### src/rtl/proc_step_ctrl.sv
// proc_step_ctrl
// Execution controller for the multicycle processor. Turns the debounced KEY
// strobe and the mode switches into a registered one-cycle enable. The four
// modes are cycle-step, instruction-step, free-run and run-to-breakpoint. It
// also produces LED status and a 16-bit enable counter for the HEX mux.
//
// Ports
//   clk         system clock (CLOCK_50 domain)
//   Reset       asynchronous, active-high
//   StepPulse   single-cycle strobe from KeyFilter
//   Mode        00 cycle-step, 01 instruction-step, 10 run, 11 run-to-break
//   BreakPC     breakpoint address (exact 7-bit compare)
//   PC_In       processor PC
//   State_In    processor current state
//   ProcEn      registered one-cycle enable to the processor
//   Busy        high in ISSUE, CHECK and RUN
//   BreakHit    sticky, high while in BREAK
//   Timeout     sticky, set on instruction-step abort
//   CycleCount  number of ProcEn pulses issued (wraps)
//
// CYCLE_PRESET is the reset value of CycleCount. It defaults to zero and
// exists so that the wrap path can be reached without 64K enables.
module proc_step_ctrl #(
  parameter int unsigned RUN_DIV      = 25_000_000,
  parameter logic [3:0]  FETCH_STATE  = 4'd1,
  parameter int unsigned STEP_LIMIT   = 16,
  parameter logic [15:0] CYCLE_PRESET = '0
) (
  input  logic        clk,
  input  logic        Reset,
  input  logic        StepPulse,
  input  logic [1:0]  Mode,
  input  logic [6:0]  BreakPC,
  input  logic [6:0]  PC_In,
  input  logic [3:0]  State_In,
  output logic        ProcEn,
  output logic        Busy,
  output logic        BreakHit,
  output logic        Timeout,
  output logic [15:0] CycleCount
);

  localparam int unsigned DIV_W = (RUN_DIV > 1) ? $clog2(RUN_DIV) : 1;
  localparam int unsigned LIM_W = $clog2(STEP_LIMIT + 1);
  localparam logic [DIV_W-1:0] DIV_LAST = DIV_W'(RUN_DIV - 1);
  localparam logic [LIM_W-1:0] LIM      = LIM_W'(STEP_LIMIT);

  typedef enum logic [2:0] {
    IDLE,
    ISSUE,
    CHECK,
    RUN,
    BREAK
  } state_t;

  state_t             state;
  logic               instr;   // current issue belongs to an instruction-step
  logic [LIM_W-1:0]   count;   // enables issued in this instruction-step
  logic [DIV_W-1:0]   div;
  logic               armed;
  logic               issued;  // ProcEn was high last cycle: PC/state just updated

  // ProcEn is set on the edge that enters the cycle in which it must be high.
  // In RUN, the divider's terminal cycle therefore schedules the pulse for the
  // following cycle, which is RUN_DIV cycles after entry. Dropping Mode[1] in
  // the terminal cycle suppresses the pulse.
  always_ff @(posedge clk or posedge Reset) begin
    if (Reset) begin
      state      <= IDLE;
      instr      <= 1'b0;
      count      <= '0;
      div        <= '0;
      armed      <= 1'b0;
      issued     <= 1'b0;
      ProcEn     <= 1'b0;
      Busy       <= 1'b0;
      BreakHit   <= 1'b0;
      Timeout    <= 1'b0;
      CycleCount <= CYCLE_PRESET;
    end else begin
      ProcEn <= 1'b0;
      issued <= ProcEn;
      case (state)
        IDLE: begin
          if (Mode[1]) begin
            state <= RUN;
            Busy  <= 1'b1;
            div   <= '0;
            armed <= 1'b0;
          end else if (StepPulse) begin
            state      <= ISSUE;
            Busy       <= 1'b1;
            ProcEn     <= 1'b1;
            CycleCount <= CycleCount + 16'd1;
            Timeout    <= 1'b0;
            instr      <= Mode[0];
            if (Mode[0]) count <= '0;
          end
        end

        ISSUE: begin
          if (instr) begin
            state <= CHECK;
            count <= count + 1'b1;
          end else begin
            state <= IDLE;
            Busy  <= 1'b0;
          end
        end

        CHECK: begin
          if (State_In == FETCH_STATE) begin
            state <= IDLE;
            Busy  <= 1'b0;
          end else if (count == LIM) begin
            state   <= IDLE;
            Busy    <= 1'b0;
            Timeout <= 1'b1;
          end else begin
            state      <= ISSUE;
            ProcEn     <= 1'b1;
            CycleCount <= CycleCount + 16'd1;
          end
        end

        RUN: begin
          if (!Mode[1]) begin
            state <= IDLE;
            Busy  <= 1'b0;
            div   <= '0;
          end else if (Mode[0] && armed && issued &&
                       PC_In == BreakPC && State_In == FETCH_STATE) begin
            // Takes priority over a divider terminal, so no enable follows.
            state    <= BREAK;
            Busy     <= 1'b0;
            BreakHit <= 1'b1;
          end else if (div == DIV_LAST) begin
            div        <= '0;
            ProcEn     <= 1'b1;
            CycleCount <= CycleCount + 16'd1;
            armed      <= 1'b1;
          end else begin
            div <= div + 1'b1;
          end
        end

        BREAK: begin
          if (StepPulse || Mode != 2'b11) begin
            state    <= IDLE;
            BreakHit <= 1'b0;
          end
        end

        default: begin
          state <= IDLE;
          Busy  <= 1'b0;
        end
      endcase
    end
  end

endmodule

### config.mk
export PLATFORM = sky130hd
export DESIGN_NAME = proc_step_ctrl
export DESIGN_NICKNAME = d
export VERILOG_FILES = /design/src/rtl/proc_step_ctrl.sv
export SDC_FILE = /design/constraint.sdc
export NUM_CORES = 1
export LEC_CHECK = 0
export ABC_AREA = 1
export BUFFER_PORTS_ARGS = -buffer_cell sky130_fd_sc_hd__buf_2
export CAP_MARGIN = 10
export CORE_MARGIN = 2
export CORE_UTILIZATION = 35
export CTS_CLUSTER_DIAMETER = 100
export CTS_CLUSTER_SIZE = 28
export DETAILED_ROUTE_END_ITERATION = 8
export HOLD_SLACK_MARGIN = 0.03
export PLACE_DENSITY = 0.51
export SLEW_MARGIN = 20
export SYNTH_ARGS = -nofsm -noshare
export SYNTH_HDL_FRONTEND = slang
export SYNTH_SLANG_ARGS = --single-unit
### constraint.sdc
create_clock -name clk -period 2.02 [get_ports clk]
set_input_delay 0.101 -clock clk [delete_from_list [all_inputs] [get_ports clk]]
set_output_delay 0.101 -clock clk [all_outputs]
set_load 0.01 [all_outputs]
=== Yosys cells after proc, flatten, opt, wreduce, memory -nomap -nowiden ===
Index checks and enable logic that the tools add are counted.

* $add $sub $neg: 3
* Equal/unequal tests: 27
* Multiplexer cells: 57
* Bitwise logic cells: 2
* Reductions and logical operators: 20

{| class="wikitable"
|+ Operator list
! kind !! number
|-
| $mux W16 || 7
|-
| $mux W25 || 4
|-
| $pmux W25 S2 || 1
|-
| $pmux W16 S3 || 1
|-
| $ne A2 B2 Y1 const B || 15
|-
| $mux W1 || 27
|-
| $add A25 B1 Y25 const B || 1
|-
| $eq A25 B25 Y1 const B || 1
|-
| $mux W5 || 4
|-
| $reduce_and A5 Y1 || 4
|-
| $add A16 B1 Y16 const B || 1
|-
| $mux W3 || 5
|-
| $pmux W3 S5 || 1
|-
| $ne A3 B3 Y1 const B || 4
|-
| $pmux W5 S2 || 1
|-
| $reduce_and A3 Y1 || 3
|-
| $reduce_and A8 Y1 || 1
|-
| $reduce_bool A2 Y1 || 4
|-
| $eq A7 B7 Y1 || 1
|-
| $eq A3 B2 Y1 const B || 2
|-
| $pmux W1 S2 || 3
|-
| $add A5 B1 Y5 const B || 1
|-
| $eq A5 B5 Y1 const B || 1
|-
| $pmux W1 S5 || 1
|-
| 11 further kinds || 15
|}

* Bits in registers: 56
* Word-level logic and storage cells: 120

=== Depth between registers and ports, before layout ===
* Depth in word-level cells: 7
* Mapped depth: 12
* Depth with buffers taken out: 12

=== Worst setup path before layout ===
No wires, ideal clock.

* Path type: reg-to-reg
* From: register div[0]
* To: register div[1]
* Data arrival time: 1.574 ns
* Setup slack: 0.380 ns
* Cell stages (with the launch flop): 12
* Path buffers: 1
* Cell sequence: dfrtp_1 > ha_1 > nand2_1 > nor2_4 > nand2_2 > inv_2 > nand2_1 > nor2_2 > nor2_1 > buf_2 > nand3_1 > nand2_1

* Longest elaborated chain between the ends: 5

{| class="wikitable"
|+ Ends and longest elaborated chain
! element !! RTL line !! text
|-
| start, declared || 59 || <nowiki>logic [DIV_W-1:0] div;</nowiki>
|-
| start signal, assigned || 143 || <nowiki>div <= div + 1'b1;</nowiki>
|-
| $add A25 B1 Y25 or $eq A25 B25 Y1 (tied branches) || 143, 137 ||
|-
| $mux W25 * || 137 || <nowiki>end else if (div == DIV_LAST) begin</nowiki>
|-
| $mux W25 * || 131 || <nowiki>end else if (Mode[0] && armed && issued &&</nowiki>
|-
| $mux W25 * || 127 || <nowiki>if (!Mode[1]) begin</nowiki>
|-
| $pmux W25 S2 * || 83 || <nowiki>case (state)</nowiki>
|}

Every way passes the cells marked *; elsewhere a longest branch is shown, timed or not. The select of a mux whose other input is x is not followed.
A chain may end at the register's enable or synchronous reset.

=== Final worst setup path ===
* From: register div[0]
* To: register div[19]

Same word-level chain as after synthesis.

==> key figures <==
Pwr
  • Clock share of power: 0.197
  • Power Dens Cells: 801 nW/µm²
  • Max rail drop VDD: 512 µV
  • Static Leak: 2.08 nW
  • Sw frac: 0.421
  • Comb pwr share: 0.370
  • Sw Pwr: 0.00142 W
  • Seq pwr share: 0.433
  • Internal Power: 0.00195 W

Clock network
  • CTS Sinks: 56
  • Clock transition at path regs: 110 ps
  • Largest buffer count on any clock path: 2
  • H-tree depth: 2
  • CTS tree: done
  • Worst skew pair latency: 320 ps
  • TritonCTS buffer count: 5
  • Root buffer cell: clkbuf_8

Finish
  • Register area: 1400 µm²
  • Layout Area Growth over Synthesis: 14.0%
  • Fill count: 1111
  • Area occupied by multi-input gates: 2000 µm²
  • Fin cells: 715
  • Inserted Diodes: 0
  • Layout cells sized above 1: 0.135
  • Final Net Count: 605

Logic synthesis
  • Asr flop ratio synth: 1.00
  • Synthesized cell area: 3690 µm²
  • Top-count cell post-synth: nand2_1
  • Ranking of synthesized cells by area: dfrtp_1 (38%), nand2_1 (15%), nand3_1 (12%)
  • Post-synthesis cell type count: 32
  • Cell count after synthesis: 530
  • Ys Warns: 0
  • Syn_area_per_cell: 6.96 µm²
  • Ys flop type: dfrtp_1
  • Post-synth EDFFs: 0
  • Synth Net Count: 557
  • Sequential area share after synthesis: 0.380
  • Cell taking the most area after synthesis: dfrtp_1
  • Share of the synthesized area in the top cell type: 0.380
  • Seq cells post-synth: 56
  • Top cells by count, synth: nand2_1 (152), nand3_1 (86), nor2_1 (58), dfrtp_1 (56), inv_1 (55)

Floorplan
  • Core area: 10300 µm²
  • Cell Rows: 37
  • Die X: 107 µm
  • Starting density of the core: 0.359
  • Die Y: 107 µm
  • # IOs: 43
  • Die ar.: 11400 µm²

Route
  • Routed WL per cell: 12.3 µm
  • Post-DRT Antenna Nets: 0
  • Pre-antenna DRT Iters: 4
  • Iter 0 DRT Violations: 191
  • Total wire length: 8.80 mm
  • Via count: 3411
  • DRC viols: 0
  • Post-DR vias/cell: 4.77

GRT
  • Largest net degree at the start of global routing: 28
  • Total gr overflow: 0
  • Antenna violations before repair: 0
  • Number of global-route vias before repair: 3359
  • All-Layer GR Usage: 0.167
  • First-pass GRT wire length: 15.7 mm

Placed design
  • Placed insts: 703
  • Port Buffers: 42
  • Final Wtd Congestion: 0.876
  • DP Wirelength: 6.52 mm

STA
  • Tmin final: 1820 ps
  • Fmax: 551 MHz
  • Setup violators final: 0
  • Setup TNS Final: 0 ps
  • Least-Margin Pin Slew: 502 ps
  • Hold Vio Cnt, Final: 0
  • Unrepaired setup endpoints after global routing: no
  • Rel. slew slack: 0.664
  • Clk_skew: 22.3 ps
  • Fin crit share: 0.899
  • Max Slew Vio Count: 0

Setup path
  • Crit-path most repeated cell: nand2_1
  • Largest delay contributor family on the critical path: simple AND/OR/NAND/NOR gates
  • Slowest CP cell: dfrtp_2
  • Cell breakdown of the critical path: ha_1, nand2_1, nor2_4, nand2_2, inv_2, nand2_1, nor2_2, nor2_1, buf_12, nand2_1, nand2_1, nand2_1, nand2_1
  • Max stage delay on crit path: 440 ps
  • CP Data Required Time: 2280 ps
  • Worst-path fanout max: 23
  • Startpoint type of the worst setup path: register
  • Crit path DAT: 2080 ps
  • CP endpoint kind: register
  • CP Class: reg2reg
  • CP Buf/Inv Count: 2
  • Flop-to-flop setup slack: 200 ps

Min path
  • Hold Path Class: in2reg

Job
  • Max Cap Viol: 0

Status
  • Run status: finished clean
-- routing by layer --
metal,vias to the layer above,GRT usage,share of wire
met5,-,0,0
met4,0,0.0306,0.0080
met3,5,0.0207,0.045
met2,78,0.276,0.44
met1,1546,0.239,0.51
li1,1782,-,-
-- state kept, by name (all words and copies together), names as in the netlist --
name        cells
BreakHit        1
Busy            1
CycleCount     16
ProcEn          1
Timeout         1
armed           1
count           5
div            25
instr           1
issued          1
state           3
-- power by group through the flow --
stage / Sequential, W / Combinational [W] / Clock, W
floorplan: 0.00150 / 0.000842 / 0
global placement: 0.00147 / 0.00121 / 0
detailed placement: 0.00148 / 0.00123 / 0
CTS: 0.00146 / 0.00124 / 0.000690
global route: 0.00149 / 0.00143 / 0.000730
finish: 0.00146 / 0.00125 / 0.000662
-- through the flow --
step | util | hold slack [ps] | power, W | worst slack, ps | instance area [µm²]
finish | 0.409 | 109 | 0.00337 | 204 | 4200
global route | 0.409 | 126 | 0.00365 | 0.572 | 4200
CTS | 0.406 | 105 | 0.00339 | 163 | 4170
detailed placement | 0.396 | 101 | 0.00271 | 178 | 4070
global placement | 0.396 | 96.8 | 0.00268 | 242 | 4070
floorplan | - | 286 | 0.00234 | 380 | 3690
-- path summary, 6_finish.rpt --
kind,startpoint,cells after the start,end
max,div[0],13,div[19]
min,Mode[0],3,BreakHit
max reg2reg,div[0],13,div[19]
min reg2reg,ProcEn,0,issued
max in group asynchronous,Reset,4,div[0]
min in group asynchronous,Reset,3,CycleCount[7]
-- cells by family (layout without fill, tap and decap cells) --
logic type,Yosys count,count (layout),share of synthesized area
flip-flops,56,56,0.380
adder cells (fa/ha/maj),4,4,0.0136
XOR/XNOR,35,35,0.0831
buffers and inverters,72,121,0.0804
AND/OR/NAND/NOR,337,337,0.405
AO/OA/AOI/OAI,26,26,0.0383
-- layout by cell type, fill, tap and decap left out, types with 2 or more instances in the layout --
master	netlist	layout
a21oi_1	2	2
and2_1	2	2
buf_2	9	42
buf_4	0	11
clkbuf_8	0	5
dfrtp_1	56	55
ha_1	4	4
inv_1	55	54
inv_2	3	4
nand2_1	152	152
nand2_2	3	3
nand3_1	86	86
nand3b_1	8	8
nand4_1	6	6
nor2_1	58	58
nor2_2	3	3
nor3_1	12	12
nor3_2	2	2
o21ai_0	10	10
o21ai_1	9	9
xnor2_1	9	9
xor2_1	26	26
-- worst reg2reg max path, delay by kind of cell (launching register included) --
kind | cells | cell delay, ps
buffers and inverters | 2 | 260
flip-flops | 1 | 440
adder cells (fa/ha/maj) | 1 | 230
AND/OR/NAND/NOR | 10 | 850
-- area by class of cell --
| cell class | count | share of cell area |
|---|---|---|
| Tap cell | 136 | 0.0405 |
| Inverter | 58 | 0.0518 |
| Clock inverter | 3 | 0.00536 |
| Multi-Input combinational cell | 402 | 0.476 |
| Clock buffer | 5 | 0.0164 |
| Sequential cell | 56 | 0.334 |
| Timing Repair Buffer | 55 | 0.0768 |
-- repair_timing --
action,CTS,global route
endpoints found under the hold margin,15,0
resized for setup,0,2
hold buffers,1,0
setup buffers,0,3
endpoints found under the setup margin,0,17
Note: power is estimated with default switching activity, not from simulation.
